**config.mk**
```make
export PLATFORM = sky130hd
export DESIGN_NAME = sa_leaf_stage_fifo
export DESIGN_NICKNAME = d
export VERILOG_FILES = /design/src/rtl/sa_leaf_pkg.sv /design/src/rtl/sa_leaf_stats.sv /design/src/rtl/sa_leaf_stage_fifo.sv
export SDC_FILE = /design/constraint.sdc
export NUM_CORES = 1
export LEC_CHECK = 0
export ABC_AREA = 1
export BUFFER_PORTS_ARGS = -buffer_cell sky130_fd_sc_hd__buf_2
export CAP_MARGIN = 5
export CORE_UTILIZATION = 50
export CTS_CLUSTER_DIAMETER = 80
export DETAILED_ROUTE_END_ITERATION = 7
export MAX_ROUTING_LAYER = met4
export PLACE_DENSITY = 0.71
export SKIP_CTS_REPAIR_TIMING = 1
export SLEW_MARGIN = 20
export SYNTH_ARGS = -nofsm -noshare
export SYNTH_HDL_FRONTEND = slang
export SYNTH_SLANG_ARGS = --single-unit
export TNS_END_PERCENT = 1
```
**constraint.sdc**
```tcl
create_clock -name clk -period 2.1 [get_ports clk]
set_input_delay 0.105 -clock clk [delete_from_list [all_inputs] [get_ports clk]]
set_output_delay 0.105 -clock clk [all_outputs]
set_load 0.02 [all_outputs]
```
**src/rtl/sa_leaf_pkg.sv**
```systemverilog
// Shared defaults, statistics record and pointer wrap helper for the leaf-stage FIFO.
package sa_leaf_pkg;

    localparam int SA_LEAF_DEPTH_DEF = 4;
    localparam int SA_LEAF_WIDTH_DEF = 8;
    localparam int SA_LEAF_STAT_W    = 16;

    typedef struct packed {
        logic [SA_LEAF_STAT_W-1:0] push_total;
        logic [SA_LEAF_STAT_W-1:0] pop_total;
        logic [SA_LEAF_STAT_W-1:0] hwm;
    } sa_leaf_stats_t;

    function automatic logic [31:0] ptr_inc(input logic [31:0] ptr, input logic [31:0] depth);
        return (ptr + 32'd1) % depth;
    endfunction

endpackage

```
**src/rtl/sa_leaf_stats.sv**
```systemverilog
// Transfer counters and occupancy high-water mark for the leaf-stage FIFO.
// Only instantiated when SA_LEAF_FIFO_STATS_EN is defined.
module sa_leaf_stats
    import sa_leaf_pkg::*;
#(
    parameter int CNT_W = 3
) (
    input  logic                      clk,
    input  logic                      rst,
    input  logic                      push_i,
    input  logic                      pop_i,
    input  logic [CNT_W-1:0]          count_i,
    output logic [SA_LEAF_STAT_W-1:0] push_total_o,
    output logic [SA_LEAF_STAT_W-1:0] pop_total_o,
    output logic [CNT_W-1:0]          hwm_o
);

    sa_leaf_stats_t stats_q, stats_d;

    function automatic logic [SA_LEAF_STAT_W-1:0] sat_inc(input logic [SA_LEAF_STAT_W-1:0] v);
        return (v == '1) ? v : v + 1'b1;
    endfunction

    // count_i is next-state occupancy, so the mark tracks count without lag
    always_comb begin
        stats_d = stats_q;
        if (push_i) stats_d.push_total = sat_inc(stats_q.push_total);
        if (pop_i)  stats_d.pop_total  = sat_inc(stats_q.pop_total);
        if (SA_LEAF_STAT_W'(count_i) > stats_q.hwm) stats_d.hwm = SA_LEAF_STAT_W'(count_i);
    end

    always_ff @(posedge clk) begin
        if (rst) stats_q <= '0;
        else     stats_q <= stats_d;
    end

    assign push_total_o = stats_q.push_total;
    assign pop_total_o  = stats_q.pop_total;
    assign hwm_o        = stats_q.hwm[CNT_W-1:0];

endmodule

```
**src/rtl/sa_leaf_stage_fifo.sv**
```systemverilog
// First-word-fall-through valid/ready FIFO for the leaf tier of the generated hierarchy.
// Optional transfer statistics are enabled with SA_LEAF_FIFO_STATS_EN.
module sa_leaf_stage_fifo
    import sa_leaf_pkg::*;
#(
    parameter int WIDTH = SA_LEAF_WIDTH_DEF,
    parameter int DEPTH = SA_LEAF_DEPTH_DEF,
    parameter int CNT_W = $clog2(DEPTH + 1)
) (
    input  logic             clk,
    input  logic             rst,
    input  logic             flush,
    input  logic             in_valid,
    output logic             in_ready,
    input  logic [WIDTH-1:0] in_data,
    output logic             out_valid,
    input  logic             out_ready,
    output logic [WIDTH-1:0] out_data,
`ifdef SA_LEAF_FIFO_STATS_EN
    output logic [15:0]      push_total,
    output logic [15:0]      pop_total,
    output logic [CNT_W-1:0] hwm,
`endif
    output logic [CNT_W-1:0] count
);

    localparam int PTR_W = $clog2(DEPTH);

    logic [WIDTH-1:0] mem_q [DEPTH];
    logic [PTR_W-1:0] wr_ptr_q, wr_ptr_d;
    logic [PTR_W-1:0] rd_ptr_q, rd_ptr_d;
    logic [CNT_W-1:0] count_q, count_d;
    logic             push, pop;

    // Full is judged from count alone; a pop never frees a slot in the same cycle
    assign in_ready  = !rst && !flush && (count_q != CNT_W'(DEPTH));
    assign out_valid = (count_q != '0);
    assign push      = in_valid && in_ready;
    assign pop       = out_valid && out_ready && !flush;
    assign out_data  = out_valid ? mem_q[rd_ptr_q] : '0;
    assign count     = count_q;

    always_comb begin
        wr_ptr_d = wr_ptr_q;
        rd_ptr_d = rd_ptr_q;
        count_d  = count_q;
        if (flush) begin
            wr_ptr_d = '0;
            rd_ptr_d = '0;
            count_d  = '0;
        end else begin
            if (push) wr_ptr_d = PTR_W'(ptr_inc(32'(wr_ptr_q), 32'(DEPTH)));
            if (pop)  rd_ptr_d = PTR_W'(ptr_inc(32'(rd_ptr_q), 32'(DEPTH)));
            if (push && !pop)      count_d = count_q + 1'b1;
            else if (pop && !push) count_d = count_q - 1'b1;
        end
    end

    always_ff @(posedge clk) begin
        if (rst) begin
            wr_ptr_q <= '0;
            rd_ptr_q <= '0;
            count_q  <= '0;
        end else begin
            wr_ptr_q <= wr_ptr_d;
            rd_ptr_q <= rd_ptr_d;
            count_q  <= count_d;
        end
    end

    // Storage is left unreset; stale words are masked by out_valid
    always_ff @(posedge clk) begin
        if (push) mem_q[wr_ptr_q] <= in_data;
    end

`ifdef SA_LEAF_FIFO_STATS_EN
    sa_leaf_stats #(
        .CNT_W (CNT_W)
    ) u_stats (
        .clk          (clk),
        .rst          (rst),
        .push_i       (push),
        .pop_i        (pop),
        .count_i      (rst ? '0 : count_d),
        .push_total_o (push_total),
        .pop_total_o  (pop_total),
        .hwm_o        (hwm)
    );
`endif

endmodule

```
### Yosys cells after proc, flatten, opt, wreduce, memory -nomap -nowiden

Memories as Yosys holds them, arrays and structs flattened. A register that Yosys moved wholly into a read port is not among the register bits.
Index checks and enable logic that the tools add are counted.
W data, S select, Z words.

* input bits: 13
* bits in writable memories: 32
* word-level logic and storage cells: 30
* memories: 1
* output and inout bits: 13
* bits in registers: 7

* reduce and logical (&&, ||, !) cells: 14
* add/subtract/negate cells: 4
* equal/unequal tests: 1
* multiplexer cells: 7

Memory list
* mem_q: words 4, bits a word 8, rd ports 1, clocked after memory_dff 1, write ports 1, line sa_leaf_stage_fifo.sv:29 `logic [WIDTH-1:0] mem_q [DEPTH];`

Operators with widths (number)
* $mux W8: 1
* $logic_and A1 B1 Y1: 7
* $mux W3: 2
* $add A2 B1 Y2 const B: 2
* $logic_not A1 Y1: 4
* $mux W2: 2
* $add A3 B1 Y3 const B: 1
* $ne A3 B3 Y1 const B: 1
* $reduce_bool A3 Y1: 1
* $sub A3 B1 Y3 const B: 1
* $mux W1: 2
* $reduce_bool A2 Y1: 1
* $reduce_or A2 Y1: 1

### Depth between registers and ports, before layout

Gate-level depths: netlist of the first run.

* word-level depth: 8
* mapped depth: 13
* gate-level depth less buffers: 13

### Worst setup path after synthesis of the first run

OpenSTA, ideal clock, no wires.

* path type: flip-flop to flip-flop
* from: register count_q[0] (netlist: count[0])
* to: register count_q[2] (netlist: count[2])
* cell stages (with the launch flop): 14
* data arrival time: 1.784 ns
* path buffers: 0
* library setup time: 0.113 ns
* setup slack: 0.204 ns
* period minus slack after synthesis: 1.896 ns
* data required time: 1.987 ns
* cells stage by stage: dfxtp_1 nor2_1 nand2_1 nand3_2 inv_1 ha_1 inv_1 fa_1 inv_1 nand2_1 nand3_1 nand2_1 nand2_1 nor2_1

* word-level cells in the longest chain between the ends: 6
* elaborated cells on any way between the ends: 15
* classes of those cells: 2 x add/sub; 1 x eq/ne; 2 x mux; 10 x reduce/logical

RTL lines
* start, declared: line sa_leaf_stage_fifo.sv:32 `logic [CNT_W-1:0] count_q, count_d;`
* start signal, assigned: line sa_leaf_stage_fifo.sv:67 `count_q <= count_d;`
* $ne A3 B3 Y1 (*): line sa_leaf_stage_fifo.sv:36 `assign in_ready = !rst && !flush && (count_q != CNT_W'(DEPTH));`
* $logic_and A1 B1 Y1 (*): line sa_leaf_stage_fifo.sv:36
* $logic_and A1 B1 Y1 (*): line sa_leaf_stage_fifo.sv:38 `assign push = in_valid && in_ready;`
* net push: line sa_leaf_stage_fifo.sv:33 `logic push, pop;`
* $logic_not A1 Y1: line sa_leaf_stage_fifo.sv:55 `else if (pop && !push) count_d = count_q - 1'b1;`
* $logic_and A1 B1 Y1: line sa_leaf_stage_fifo.sv:55
* $reduce_bool A2 Y1 (no source line)

Mark *: on every way through the listed nets, which the timed path passes. The rest lies on a longest branch. The select of a mux whose other input is x is not followed.
A chain may end at the register's enable or synchronous reset.

### Final worst setup path of the first run

* from: register count_q[1] (netlist: count[1])
* to: register count_q[2] (netlist: count[2])

* word-level cells in the longest chain between the ends: 6
* elaborated cells on any way between the ends: 15
* classes of those cells: 2 x add/sub; 1 x eq/ne; 2 x mux; 10 x reduce/logical

RTL lines
* branches (longest 6 deep; another with $sub A3 B1 Y3)

Several ways; the timed one is not identified. The select of a mux whose other input is x is not followed.

==> results of run 1 <==
-- stage by stage --
stage | std cells | hold slack, ps | power (W) | util [%] | worst slack [ps]
after global placement | 238 | 314 | 0.00102 | 58.4 | 301
after CTS | 246 | -47.0 | 0.00150 | 60.6 | 170
after floorplan | 164 | 204 | 0.000978 | - | 204
final | 254 | 70.1 | 0.00150 | 63.0 | 225
after global routing | 254 | 84.0 | 0.00156 | 63.0 | 10.8
after detailed placement | 238 | 324 | 0.00102 | 58.4 | 195
-- layer usage --
metal  wire length, um  track usage (%)  share of wire [%]
met4                30             8.89               0.92
met1              1290             21.2                 39
met5                 0                -                  0
met3               173             6.42                5.3
met2              1780             33.1                 54
-- report_power, final --
part	internal [W]	switching [W]	total [W]
clock network	0.000248	0.000232	0.000480
registers	0.000883	0.00000552	0.000888
logic	0.0000496	0.0000795	0.000129
-- registers in the layout (all words and copies together), names as in the netlist, named ones only --
| signal | cells |
|---|---|
| count | 3 |
| mem_q | 32 |
| rd_ptr_q | 2 |
| wr_ptr_q | 2 |
-- cells in the final DEF, fill, tap and decap left out, types with 7 or more instances in the layout --
| cell | n |
|---|---|
| dlygate4sd3_1 | 8 |
| a21oi_1 | 11 |
| nor2_1 | 38 |
| edfxtp_1 | 32 |
| buf_4 | 7 |
| nand2_1 | 14 |
| dfxtp_1 | 7 |
| o21ai_0 | 7 |
| buf_2 | 25 |
| o21ai_1 | 9 |
| inv_1 | 15 |
| nor2_2 | 7 |
-- final cells by class --
type                    count  area, sq um
fillers                   271         1250
flip-flops and latches     41         1140
multi-input cells         102          533
repair buffers             40          258
inverters                  17         68.8
well taps                  46         57.6
clock buffers               6         41.3
clock inverters             2         33.8
-- cells by family after synthesis --
kind of cell,after synthesis,synth area share [%]
adder cells (fa/ha/maj),6,4.60
buffers and inverters,21,6.82
AND/OR/NAND/NOR,67,16.6
XOR/XNOR,2,0.975
flip-flops,41,63.5
AO/OA/AOI/OAI,27,7.52
-- worst max-delay path, cell delays in order (launching register included) --
cell	delay, ps
dfxtp_2	360
nor2_1	210
nand2_2	140
nand3_2	110
ha_1	170
inv_1	70
fa_1	380
inv_1	60
nand2_1	40
nand3_1	80
nand2_1	70
nand2_1	50
nor2_1	30
-- worst min path at each step --
stage	from	to	slack, ps	cells after the start
global route	out_ready	flop	80	3
detailed placement	in_data[1]	mem_q[1][1]	320	1
finish	in_valid	wr_ptr_q[0]	70	4
CTS	in_data[1]	mem_q[1][1]	-50	1
global placement	in_data[0]	mem_q[3][0]	310	1
floorplan	in_data[0]	mem_q[0][0]	200	0
==> flow_summary.toml, run 1 <==
[route]
wirelength_mm = 3.27
drt-initial-drc-count = 46
final_antenna_net_count = 0
avgViaCountPerCell = 4.93
vias = 1252
drc = 0
drt-wirelength-per-cell_um = 12.9
drt_pass1_iterations = 4

[setup_path]
critical_path.endpoint = "count[2]"
ff2ff_setup_slack_ps = 230
cp-end-kind = "flop"
r2r-start = "count[1]"
arrival_ps = 2130
crit_type = "flop to flop"
reg2reg_to = "count[2]"
path_max_fanout = 5
critPathLaunch = "count[1]"
crit_path_start_kind = "flop"
worstPathRequired_ps = 2350
rr_worst_depth = 12

[layout]
drive_gt1_share_pct = 25.5
final_area_sq_um = 2140
nets = 226
diodes = 0
areaGrowthSynthToFinish_pct = 18.9

[pwr]
cellPowerDensity_nw_per_um2 = 701
leakagePower_nw = 0.868
vdd.ir_drop.worst_v = 0.000569

[yosys]
synth_common_cells = "38 x nor2_1, 32 x edfxtp_1, 15 x inv_1"
synth_edf_count = 32
synthCells = 164
synthDistinctLibCells = 21
syn_avg_cell_area_sq_um = 11.0
seq_area_frac_synth_pct = 63.5
synth-seq-cells = 41
ys_warn_count = 0
ys_top_cells_by_area = "edfxtp_1 53%, dfxtp_1 10%, nor2_1 7.9%"
synth.most_common_cell = "nor2_1"
syn-cell-area_sq_um = 1800
ys_async_sr_fraction_pct = 0
synth_top_area_share_pct = 53.5
yosysTopAreaCell = "edfxtp_1"
syn_nets = 183
synth-main-ff-cell = "edfxtp_1"

[place]
hpwl_mm = 2.26
place_congestion = 0.861
io_buffers = 25
dpl-instance-area_sq_um = 1980

[clock_tree]
clock-sinks = 41
cts_buffer_depth = 2
cts_buffers = 5
cts_tree = "done"
clock-root-buffer = "clkbuf_4"
cts_max_level = 2
cts.clk_slew.worst_paths_ps = 110
clock_latency_ps = 340

[timing]
slew_viol_final = 0
rsz0062_at_grt = "false"
max_freq_ghz = 0.533
fin_skew_ps = 4.85
tightestPinTransition_ps = 336
hold_viol = 0
period_share_pct = 89.3
setup-tns-final_ps = 0
relSlewSlack_pct = 77.6
fin_crit_ps = 1870
setup_viol = 0

[floorplanning]
die_w_um = 61.9
rows = 21
core_sq_um = 3390
ioPinCount = 26
die_h_um = 61.9
die_area_sq_um = 3840
start_util_pct = 53.0

[global_route]
grt_pass1_vias = 1160
grt_max_degree = 18
grt_overflow = 0
antenna_found_initial = 0
grt_pass1_wl_mm = 5.00
grtUsageTotal_pct = 19.7

[worst_hold_path]
hp-class = "primary input to flop"

[run]
drv_cap = 0

[outcome]
outcome = "completed"
No activity file was read; power rests on OpenSTA's default activity.
==> run 2, diff against run 1 <==
--- a/config.mk
+++ b/config.mk
@@ -12,7 +12,7 @@
 export CTS_CLUSTER_DIAMETER = 80
 export DETAILED_ROUTE_END_ITERATION = 7
 export MAX_ROUTING_LAYER = met4
-export PLACE_DENSITY = 0.71
+export PLACE_DENSITY = 0.74
 export SKIP_CTS_REPAIR_TIMING = 1
 export SLEW_MARGIN = 20
 export SYNTH_ARGS = -nofsm -noshare
==> constraint.sdc (replaced) <==
create_clock -name clk -period 1.7 [get_ports clk]
set_input_delay 0.085 -clock clk [delete_from_list [all_inputs] [get_ports clk]]
set_output_delay 0.085 -clock clk [all_outputs]
set_load 0.02 [all_outputs]
==> run 2 against run 1 <==
Sequential share of layout area decreased by 3.3 points; hold slack worse by 12 ps; critical path type is now flop to output port; total power is 17% higher; clock skew up 1.6 ps; design area increased by 7.4%; via count rose by 3.0%; worst setup slack got worse by 210 ps; global-route usage is 0.32 points lower; first-iteration DRC count is 20% lower; register-to-register slack got worse by 180 ps; clock-buffer cell count unchanged; final cell count grew 2.4%.
==> flow_summary.toml, run 2 (same netlist as run 1, synthesis figures left out) <==
[pwr]
leakagePower_nw = 0.900
p_sw_w = 0.000421
power_w = 0.00176
pwr-share-clk_pct = 25.8
swShare_pct = 23.9
pwr-share-seq_pct = 62.3
vdd.ir_drop.worst_v = 0.000499
pwr-share-comb_pct = 11.9
cellPowerDensity_nw_per_um2 = 765
internal_power_w = 0.00134

[setup_path]
rr_worst_depth = 12
arrival_ps = 1600
crit_type = "flop to output port"
ff2ff_setup_slack_ps = 50
critPathBufInv = 4
cp-end-kind = "output port"
max_stage_delay_ps = 390
worstPathRequired_ps = 1620
crit_family = "buffers and inverters"
crit_path_start_kind = "flop"
path_max_fanout = 8
reg2reg_to = "count[2]"
cp_cell_sequence = "inv_4, nand2_4, buf_6, clkinvlp_4, a21oi_2, buf_4"
slowest_stage = "dfxtp_4"
r2r-start = "count[0]"

[worst_hold_path]
holdPathStages = 4
hp-class = "primary input to flop"
min_from = "in_valid"
holdPathEnd = "wr_ptr_q[0]"

[layout]
diodes = 0
drive_gt1_share_pct = 36.4
post-route-util_pct = 67.7
areaGrowthSynthToFinish_pct = 27.7
largest_register_ffs = 32
regMostFlops = "mem_q"
fill_cells = 244
layout_common_cells = "37 x nor2_1, 32 x edfxtp_1, 17 x buf_2"
nets = 232
final_common_cell = "nor2_1"

[route]
drt-wirelength-per-cell_um = 13.7
final_antenna_net_count = 0
vias = 1290
drt-initial-drc-count = 37
wirelength_mm = 3.55
drc = 0
avgViaCountPerCell = 4.96
drt_pass1_iterations = 4

[clock_tree]
cts_max_level = 2
cts_tree = "done"
clock-sinks = 41
clock_latency_ps = 340
cts_buffers = 5
cts.clk_slew.worst_paths_ps = 110
cts_buffer_depth = 2
clock-root-buffer = "clkbuf_4"

[timing]
fin_crit_ps = 1680
period_share_pct = 99.0
slew_viol_final = 0
max_freq_ghz = 0.594
tightestPinTransition_ps = 268
setup_viol = 0
setup-tns-final_ps = 0
hold_viol = 0
relSlewSlack_pct = 82.1
rsz0062_at_grt = "true"
fin_skew_ps = 6.45

[place]
place_congestion = 0.721
hpwl_mm = 2.32
io_buffers = 25

[floorplanning]
die_area_sq_um = 3840
ioPinCount = 26
die_w_um = 61.9
rows = 21
core_sq_um = 3390
start_util_pct = 53.0
die_h_um = 61.9

[global_route]
grt_max_degree = 18
antenna_found_initial = 0
grt_pass1_vias = 1157
grt_overflow = 0
grtUsageTotal_pct = 19.4
grt_pass1_wl_mm = 4.91

[run]
drv_cap = 0

[outcome]
outcome = "completed"
## run 2: power by group through the flow
stage               combinational (W)  sequential, W  clock, W
finish                       0.000209        0.00109  0.000452
global route                 0.000229        0.00110  0.000500
CTS                          0.000153        0.00110  0.000466
detailed placement           0.000152        0.00112         0
global placement             0.000144        0.00112         0
floorplan                   0.0000875        0.00112         0
## run 2: how the worst max path moves through the flow
stage,startpoint,endpoint,slack [ps],cells past startpoint
after floorplan,count[1],count[2],-9,12
after global placement,count[0],count[2],70,13
after detailed placement,count[0],count[2],-30,13
after CTS,count[0],count[2],-50,13
after global routing,count[2],out_data[0],-50,6
final,count[2],out_data[1],20,6
## run 2: layout make-up
type                    count  area [sq um]  area share, %
flip-flops and latches     41          1150           50.2
multi-input cells         102           606           26.4
repair buffers             46           353           15.4
inverters                  17          75.1           3.27
well taps                  46          57.6           2.51
clock buffers               6          41.3           1.80
clock inverters             2          10.0          0.436
## run 2: worst min-delay path: stages
cell and delay, ps:
buf_2 100, nand4_1 90, nand2_1 70, nor2_1 30
## run 2: routing by layer
layer	vias to the layer above	part of all wire [%]	track usage, %
met5	-	0	-
met4	0	1.6	7.94
met3	6	4.2	6.83
met2	29	53	33.6
met1	610	41	19.9
li1	645	-	-
## run 2: through the flow
step / hold slack [ps] / std cells / cell area, sq um / setup slack (ps)
2_1_floorplan: 184 / 164 / 1810 / -8.72
3_3_place_gp: 295 / 240 / 2010 / 68.7
3_5_place_dp: 306 / 240 / 2010 / -34.7
4_1_cts: -70.0 / 248 / 2060 / -46.7
5_1_grt: 67.1 / 260 / 2290 / -51.2
6_report: 58.5 / 260 / 2290 / 16.7
==> run 3, diff against run 2 <==
--- a/config.mk
+++ b/config.mk
@@ -5,7 +5,6 @@
 export SDC_FILE = /design/constraint.sdc
 export NUM_CORES = 1
 export LEC_CHECK = 0
-export ABC_AREA = 1
 export BUFFER_PORTS_ARGS = -buffer_cell sky130_fd_sc_hd__buf_2
 export CAP_MARGIN = 5
 export CORE_UTILIZATION = 50
@@ -13,6 +12,7 @@
 export DETAILED_ROUTE_END_ITERATION = 7
 export MAX_ROUTING_LAYER = met4
 export PLACE_DENSITY = 0.74
+export RECOVER_POWER = 100
 export SKIP_CTS_REPAIR_TIMING = 1
 export SLEW_MARGIN = 20
 export SYNTH_ARGS = -nofsm -noshare
==> run 3 against run 2 <==
The run now ends with setup timing left; final cell count decreased by 25%; non-clock buffer count fell by 1; sequential power barely moved; via count fell by 22%; maximum frequency fell by 15%; highest routed layer unchanged; clock-buffer cell count rose by 1; design area is 3.8% lower; clock power is 43% higher; critical path depth grew 2; core utilization rose by 2.3 points; flip-flop and latch count is the same.
==> flow_summary.toml, run 3 <==
[timing]
fin_crit_ps = 1980
hold_viol = 0
period_share_pct = 116
rsz0062_at_grt = "true"
slew_viol_final = 0
hold_slack_ps = 143
tightestPinTransition_ps = 394
fin_skew_ps = 11.0
setup_viol = 7
worst_slack_ps = -279
max_freq_ghz = 0.505
setup-tns-final_ps = -548
relSlewSlack_pct = 73.7

[floorplanning]
start_util_pct = 54.1
rows = 20
die_w_um = 60.4
ioPinCount = 26
die_h_um = 60.4
core_sq_um = 3150
die_area_sq_um = 3650

[layout]
diodes = 0
layout_common_cells = "32 x edfxtp_1, 14 x buf_4, 13 x buf_2"
areaGrowthSynthToFinish_pct = 29.4
post-route-util_pct = 70.0
largest_register_ffs = 32
final_common_cell = "edfxtp_1"
final_area_sq_um = 2210
nets = 170
fill_cells = 224
drive_gt1_share_pct = 43.4
regMostFlops = "mem_q"

[setup_path]
cp-end-kind = "flop"
crit_type = "flop to flop"
worstPathRequired_ps = 1980
crit_path_start_kind = "flop"
rr_worst_depth = 8
arrival_ps = 2260
path_max_fanout = 6
ff2ff_setup_slack_ps = -280
reg2reg_to = "count[2]"
r2r-start = "count[2]"

[pwr]
leakagePower_nw = 0.810
vdd.ir_drop.worst_v = 0.000493
power_w = 0.00193
cellPowerDensity_nw_per_um2 = 875

[yosys]
synth_edf_count = 32
synth_common_cells = "32 x edfxtp_1, 9 x dfxtp_1, 8 x mux4_2, 8 x nor2b_1"
yosysTopAreaCell = "edfxtp_1"
synth-seq-cells = 41
ys_warn_count = 0
seq_area_frac_synth_pct = 66.9
synth-main-ff-cell = "edfxtp_1"
synthDistinctLibCells = 27
synth.most_common_cell = "edfxtp_1"
synth_top_area_share_pct = 56.3
syn_nets = 122
syn-cell-area_sq_um = 1710
ys_async_sr_fraction_pct = 0
synthCells = 103
ys_top_cells_by_area = "edfxtp_1 56%, dfxtp_1 11%, mux4_2 11%"
syn_avg_cell_area_sq_um = 16.6

[clock_tree]
cts.clk_slew.worst_paths_ps = 120
cts_max_level = 2
cts_buffers = 5
clock-root-buffer = "clkbuf_4"
cts_buffer_depth = 2
cts_tree = "done"
clock-sinks = 41
clock_latency_ps = 340

[worst_hold_path]
min_from = "rst"
holdPathEnd = "wr_ptr_q[0]"
holdPathStages = 5
hp-class = "primary input to flop"

[outcome]
outcome = "finished, violations left"
violations = "setup timing"

[place]
hpwl_mm = 2.14
io_buffers = 25
place_congestion = 0.662
dpl-instance-area_sq_um = 2020

[route]
drt_pass1_iterations = 4
drt-initial-drc-count = 40
drc = 0
final_antenna_net_count = 0
drt-wirelength-per-cell_um = 15.4
wirelength_mm = 3.02
avgViaCountPerCell = 5.13
vias = 1005

[global_route]
grt_max_degree = 13
grt_pass1_wl_mm = 4.59
grt_overflow = 0
antenna_found_initial = 0
grtUsageTotal_pct = 19.6
grt_pass1_vias = 1012

[run]
drv_cap = 0
==> run 3: power by group <==
group | internal, W | switching (W) | total, W | leakage [nW]
logic | 0.0000956 | 0.0000917 | 0.000187 | 0.400
clock network | 0.000351 | 0.000295 | 0.000646 | 0.0455
registers | 0.00109 | 0.00000889 | 0.00110 | 0.365
==> run 3: area by class of cell <==
class | count | area (sq um) | share of cell area (%)
multi-input combinational | 54 | 578 | 26.2
clock buffer | 7 | 55.1 | 2.49
tap | 44 | 55.1 | 2.49
sequential | 41 | 1150 | 52.3
clock inverter | 1 | 30.0 | 1.36
inverter | 4 | 15.0 | 0.680
timing repair buffer | 45 | 320 | 14.5
==> run 3: metal layers <==
metal  GRT usage (%)  share of wire [%]  up-vias
met5               -                  0        -
met4            12.0                2.1        0
met3            4.48                2.6        4
met2            31.2                 53       20
met1            22.5                 42      507
li1                -                  -      474
==> run 3: worst max-delay path, stage by stage, from the launching register on <==
cell	delay (ps)
dfxtp_4	390
o31ai_4	250
or2_4	160
ha_4	130
inv_2	30
fa_2	340
xor2_2	150
or3_4	330
a21oi_2	130
==> run 3: worst max-delay path by stage <==
| stage | endpoint | depth (start not counted) | slack, ps | start |
|---|---|---|---|---|
| floorplan | count[2] | 8 | -260 | count[0] |
| CTS | count[2] | 8 | -260 | count[0] |
| detailed placement | count[2] | 8 | -260 | count[0] |
| global placement | count[2] | 8 | -200 | count[0] |
| global route | count[2] | 8 | -330 | count[2] |
| finish | count[2] | 8 | -280 | count[2] |
==> run 3: cells by family after synthesis <==
group,synth area share (%)
simple gates,10.7
fa+ha+maj,4.84
compound gates,2.35
mux,11.7
buf+inv,1.91
xor+xnor,1.54
flops,66.9
==> run 3: per-stage QoR <==
step | cells | setup WS (ps)
floorplan | 103 | -262
global route | 196 | -334
global placement | 180 | -199
CTS | 188 | -260
finish | 196 | -279
detailed placement | 180 | -263
